==> config.mk <==
export PLATFORM = sky130hd
export DESIGN_NAME = m68k_dtack_ctrl
export DESIGN_NICKNAME = d
export VERILOG_FILES = /design/src/rtl/m68k_dtack_ctrl.sv
export SDC_FILE = /design/constraint.sdc
export NUM_CORES = 1
export LEC_CHECK = 0
export BUFFER_PORTS_ARGS = -buffer_cell sky130_fd_sc_hd__buf_2
export CAP_MARGIN = 20
export CORE_UTILIZATION = 40
export CTS_CLUSTER_DIAMETER = 120
export DETAILED_ROUTE_END_ITERATION = 10
export SLEW_MARGIN = 20
export SYNTH_ARGS = -nofsm -noshare
export SYNTH_HDL_FRONTEND = slang
export SYNTH_SLANG_ARGS = --single-unit
==> constraint.sdc <==
create_clock -name CLK_68KCLK -period 4.6 [get_ports CLK_68KCLK]
set_input_delay 1.15 -clock CLK_68KCLK [delete_from_list [all_inputs] [get_ports CLK_68KCLK]]
set_output_delay 1.15 -clock CLK_68KCLK [all_outputs]
set_load 0.005 [all_outputs]
==> src/rtl/m68k_dtack_ctrl.sv <==
// Wait-state sequencer for the 68000 bus: decodes the region of each bus cycle,
// inserts its configured wait states, honours the external wait line and drives nDTACK.
module m68k_dtack_ctrl #(
  parameter int unsigned WS_PROM = 0,
  parameter int unsigned WS_WRAM = 0,
  parameter int unsigned WS_PORT = 1,
  parameter int unsigned WS_IO   = 1,
  parameter int unsigned WS_PAL  = 1,
  parameter int unsigned WS_CARD = 2,
  parameter int unsigned WS_BIOS = 0,
  parameter int unsigned WS_SRAM = 0,
  parameter int unsigned TIMEOUT = 255
) (
  input  logic        CLK_68KCLK,
  input  logic        RESET,
  input  logic        nAS,
  input  logic [23:1] M68K_ADDR,
  input  logic        nUDS,
  input  logic        nLDS,
  input  logic        M68K_RW,
  input  logic        nWAIT_EXT,
  output logic        nDTACK,
  output logic [2:0]  REGION,
  output logic        BUSY,
  output logic        TIMEOUT_P
);

  typedef enum logic [1:0] {
    ST_IDLE = 2'd0,
    ST_WAIT = 2'd1,
    ST_ACK  = 2'd2
  } state_t;

  localparam logic [7:0] TMO_LAST = 8'(TIMEOUT - 1);

  state_t     state_r, state_nx;
  logic [7:0] wcnt_r, wcnt_nx, wcnt_dec_s;
  logic [7:0] wdog_r, wdog_nx;
  logic [2:0] region_nx;
  logic       tmo_nx;

  // Strobes and direction have no influence on acknowledge timing.
  logic unused_ok;
  assign unused_ok = &{1'b0, nUDS, nLDS, M68K_RW, M68K_ADDR[19:1]};

  function automatic logic [2:0] region_of(input logic [3:0] hi);
    case (hi)
      4'h0:                      region_of = 3'd0;
      4'h1:                      region_of = 3'd1;
      4'h2:                      region_of = 3'd2;
      4'h3:                      region_of = 3'd3;
      4'h4, 4'h5, 4'h6, 4'h7:    region_of = 3'd4;
      4'h8, 4'h9, 4'hA, 4'hB:    region_of = 3'd5;
      4'hC:                      region_of = 3'd6;
      default:                   region_of = 3'd7;
    endcase
  endfunction

  function automatic logic [7:0] ws_of(input logic [2:0] r);
    case (r)
      3'd0:    ws_of = 8'(WS_PROM);
      3'd1:    ws_of = 8'(WS_WRAM);
      3'd2:    ws_of = 8'(WS_PORT);
      3'd3:    ws_of = 8'(WS_IO);
      3'd4:    ws_of = 8'(WS_PAL);
      3'd5:    ws_of = 8'(WS_CARD);
      3'd6:    ws_of = 8'(WS_BIOS);
      default: ws_of = 8'(WS_SRAM);
    endcase
  endfunction

  assign wcnt_dec_s = (wcnt_r == 8'd0) ? 8'd0 : wcnt_r - 8'd1;

  // Next-state, counter and pulse logic; transitions use the decremented wait count.
  always_comb begin
    state_nx  = state_r;
    wcnt_nx   = wcnt_r;
    wdog_nx   = wdog_r;
    region_nx = REGION;
    tmo_nx    = 1'b0;
    case (state_r)
      ST_IDLE: begin
        if (!nAS) begin
          region_nx = region_of(M68K_ADDR[23:20]);
          wcnt_nx   = ws_of(region_nx);
          wdog_nx   = 8'd0;
          if ((wcnt_nx == 8'd0) && nWAIT_EXT) begin
            state_nx = ST_ACK;
          end else begin
            state_nx = ST_WAIT;
          end
        end else begin
          state_nx = ST_IDLE;
        end
      end
      ST_WAIT: begin
        wcnt_nx = wcnt_dec_s;
        wdog_nx = wdog_r + 8'd1;
        if (nAS) begin
          state_nx = ST_IDLE;
        end else if (wdog_r == TMO_LAST) begin
          state_nx = ST_ACK;
          tmo_nx   = 1'b1;
        end else if ((wcnt_dec_s == 8'd0) && nWAIT_EXT) begin
          state_nx = ST_ACK;
        end else begin
          state_nx = ST_WAIT;
        end
      end
      ST_ACK: begin
        if (nAS) begin
          state_nx = ST_IDLE;
        end else begin
          state_nx = ST_ACK;
        end
      end
      default: state_nx = ST_IDLE;
    endcase
  end

  // State, counters and registered outputs, all derived from the next state.
  always_ff @(posedge CLK_68KCLK or posedge RESET) begin
    if (RESET) begin
      state_r   <= ST_IDLE;
      wcnt_r    <= 8'd0;
      wdog_r    <= 8'd0;
      REGION    <= 3'd0;
      nDTACK    <= 1'b1;
      BUSY      <= 1'b0;
      TIMEOUT_P <= 1'b0;
    end else begin
      state_r   <= state_nx;
      wcnt_r    <= wcnt_nx;
      wdog_r    <= wdog_nx;
      REGION    <= region_nx;
      nDTACK    <= (state_nx != ST_ACK);
      BUSY      <= (state_nx != ST_IDLE);
      TIMEOUT_P <= tmo_nx;
    end
  end

endmodule

==> results by group <==
Clocking
  – CTS Buffer Depth: 2
  – CTS tree: done
  – Clock Pin Slew Worst Setup and Hold Paths: 0.13 ns
  – Post_cts resized: 0
  – H-Tree Level Count: 1
  – Clock insertion delay at the later pin of the skew report: 0.33 ns
  – CTS Sinks: 24
  – CTS Buf Count: 3
  – Number of setup buffers added after CTS: 0
  – Root Driver: clkbuf_4
  – CTS Hold Bufs: 0

GRT
  – First-pass GRT wire length: 4140 um
  – Gr ovfl total: 0
  – Met1 Use GR: 20.9%
  – Initial antenna violation count: 0
  – Busiest layer in global routing: met2
  – Total track usage: 16.0%
  – Met2 Use GR: 25.6%
  – Largest net degree at the start of global routing: 25
  – Number of global-route vias before repair: 959
  – Met3 usage in global routing: 2.64%

Place
  – DP Area: 1390 um^2
  – Placement Setup Slack: 1.99 ns
  – Hpwl dp: 1840 um
  – Buffers added on ports: 13
  – Final Wtd Congestion: 0.886
  – Placed cells: 189

Routing
  – # DRC: 0
  – Detailed Route WL: 2520 um
  – Routed via count: 1039
  – Routed WL per cell: 13.1 um
  – Post-route ant nets: 0
  – Initial DRC count: 92
  – Vias/cell: 5.38
  – Pre-Repair DR Iteration Count: 5

Pwr
  – Peak VDD IR: 0.185 mV
  – Pleak: 0.635 nW
  – Sequential share of power: 43.6%
  – Clock power share: 12.3%
  – Switching power of the nets: 0.000344 W
  – Pwr Density: 568 nW/um^2
  – Comb power frac: 44.1%
  – Int Pwr: 0.000462 W
  – Net Sw Frac: 42.7%

Timing
  – WHS: 0.485 ns
  – Crit path time final: 2.26 ns
  – Clock skew: 0.00485 ns
  – Setup-failing EPs final: 0
  – Worst Max-Slew Pin Slew: 0.922 ns
  – Fmax: 0.443 GHz
  – Fin. max-slew vios: 0
  – Relative slew margins: 38.4%
  – Final hold violations: 0
  – Final setup TNS: 0 ns
  – Period utilisation layout: 49.1%
  – Post-route setup slack: 2.34 ns
  – RSZ-0062 raised after global routing: no

Yosys
  – Post-synth EDFFs: 0
  – Mapped Avg Cell Area: 9.49 um^2
  – Simple-Gate Fraction of Synth Area: 23.7%
  – Area share of the largest cell type after synthesis: 44.6%
  – Netlist cell types: 41
  – Register area share after synthesis: 46.7%
  – Post-synthesis adder-cell area fraction: 3.88%
  – Synth Instances: 136
  – Yosys top cell by area: dfrtp_1
  – Main combinational cell family by area after synthesis: simple AND/OR/NAND/NOR gates
  – Top-count cell post-synth: dfrtp_1
  – Cell area after synthesis: 1290 um^2
  – Syn nets: 170
  – Asr flop ratio synth: 100%
  – Synth Area in Compound Gates: 18.1%
  – Synth warn: 0
  – Mux cell area share after synthesis: 3.49%
  – Top post-synthesis cells by area: dfrtp_1 45%, o21ai_0 5.0%, nand2_1 4.7%, ha_1 3.9%, a21oi_1 3.1%
  – XOR/XNOR Fraction of Synth Area: 1.36%
  – Synth cell count leaders: 23 x dfrtp_1, 16 x nand2_1, 13 x o21ai_0
  – Ys flop type: dfrtp_1
  – Post-synthesis register bit count: 24

Critical path
  – Req. time, crit path: 4.83 ns
  – CP endpoint kind: flip-flop
  – Critical path class: in2reg
  – Critical-path maximum fanout: 19
  – Crit. Startpoint: nAS
  – R2R Path Start: wcnt_r[0]
  – Critical Path AT: 2.49 ns
  – Worst setup SP type: primary input

Layout
  – Area grow syn2layout: 9.99%
  – Finished Cell Area: 1420 um^2
  – Non-Filler Instances: 193
  – Share of cells above drive strength 1: 15.4%
  – Antenna Cells: 0
  – Final net count: 184

Floorplan
  – Initial core utilization: 42.3%
  – Die Wd: 58.8 um
  – Io pins: 36
  – Row count: 20
  – Die Ht: 58.8 um
  – Die area: 3460 um^2
  – Core area: 3050 um^2

Flow run
  – Max_cap viols: 0

Min path
  – Min-delay src: wdog_r[7]
  – Worst Hold Class: reg2reg

Status
  – Outcome: finished, final reports clean
==> final timing paths <==
| kind | slack (ns) | to | depth (start not counted) |
|---|---|---|---|
| worst max register to register | 2.73 | state_r[0] | 4 |
| worst min register to register | 0.49 | wdog_r[7] | 1 |
| max in group asynchronous | 3.04 | wdog_r[1] | 2 |
| min in group asynchronous | 1.01 | REGION[2] | 2 |
| worst max-delay path | 2.34 | wcnt_r[4] | 5 |
| worst min-delay path | 0.49 | wdog_r[7] | 1 |
==> state kept, by name, summed over array words and instances, names as in the netlist <==
name	count
nDTACK	1
wcnt_r	8
state_r	2
REGION	3
BUSY	1
wdog_r	8
TIMEOUT_P	1
==> metal layers <==
metal | vias to the layer above | share of wire (%) | wire, um
li1 | 520 | - | -
met1 | 491 | 50 | 1250
met2 | 23 | 45 | 1140
met3 | 5 | 3.4 | 85
met4 | 0 | 2.0 | 51
met5 | - | 0 | 0
==> critical path, stage by stage <==
cell and delay [ns]:
buf_2 0.12, or3_1 0.59, nand2_1 0.27, o21ai_0 0.11
a22o_1 0.25
==> layout by cell type (no fill, tap or decap), drive strengths merged, types with 2 or more instances in the layout <==
master,Yosys,routed
o21ai,13,13
nand3,6,6
nor4b,2,2
a22o,2,2
nor2,10,10
o31ai,2,2
inv,5,5
mux2i,3,3
nand4,2,2
a211oi,2,2
nor2b,2,2
and2,2,2
buf,2,13
nand2b,4,4
nor4,2,2
dfrtp,23,23
clkbuf,2,4
nor3b,2,2
nor3,3,3
a21oi,8,8
nand2,16,16
ha,4,4
or3,2,2
a31oi,3,3
==> through the flow <==
stage / utilization [%] / total power, W
2_1_floorplan: - / 0.000622
3_3_place_gp: 45.6 / 0.000700
3_5_place_dp: 45.6 / 0.000711
4_1_cts: 46.5 / 0.000812
5_1_grt: 46.5 / 0.000881
6_report: 46.5 / 0.000806
==> power groups by stage <==
stage | Sequential, W | Clock, W | Combinational (W)
2_1_floorplan | 0.000334 | 0 | 0.000288
3_3_place_gp | 0.000352 | 0 | 0.000348
3_5_place_dp | 0.000356 | 0 | 0.000356
4_1_cts | 0.000351 | 0.000103 | 0.000357
5_1_grt | 0.000362 | 0.000112 | 0.000407
6_report | 0.000352 | 0.0000994 | 0.000355
==> cell type report <==
cell class              count  area (um^2)
clock buffers               4         26.3
fillers                   316         1630
inverters                   5         18.8
multi-input cells         103          652
flip-flops and latches     24          602
well taps                  44         55.1
repair buffers             13         65.1
==> cells by family (layout without fill, tap and decap cells) <==
logic type	Yosys count	after routing
muxes	4	4
AOI/OAI and AO/OA	37	37
xor gates and xnor gates	2	2
and+or+nand+nor	56	56
buffers and inverters	9	22
adders and majority gates	4	4
DFF	24	24
Power figures use the tool's default switching activity.
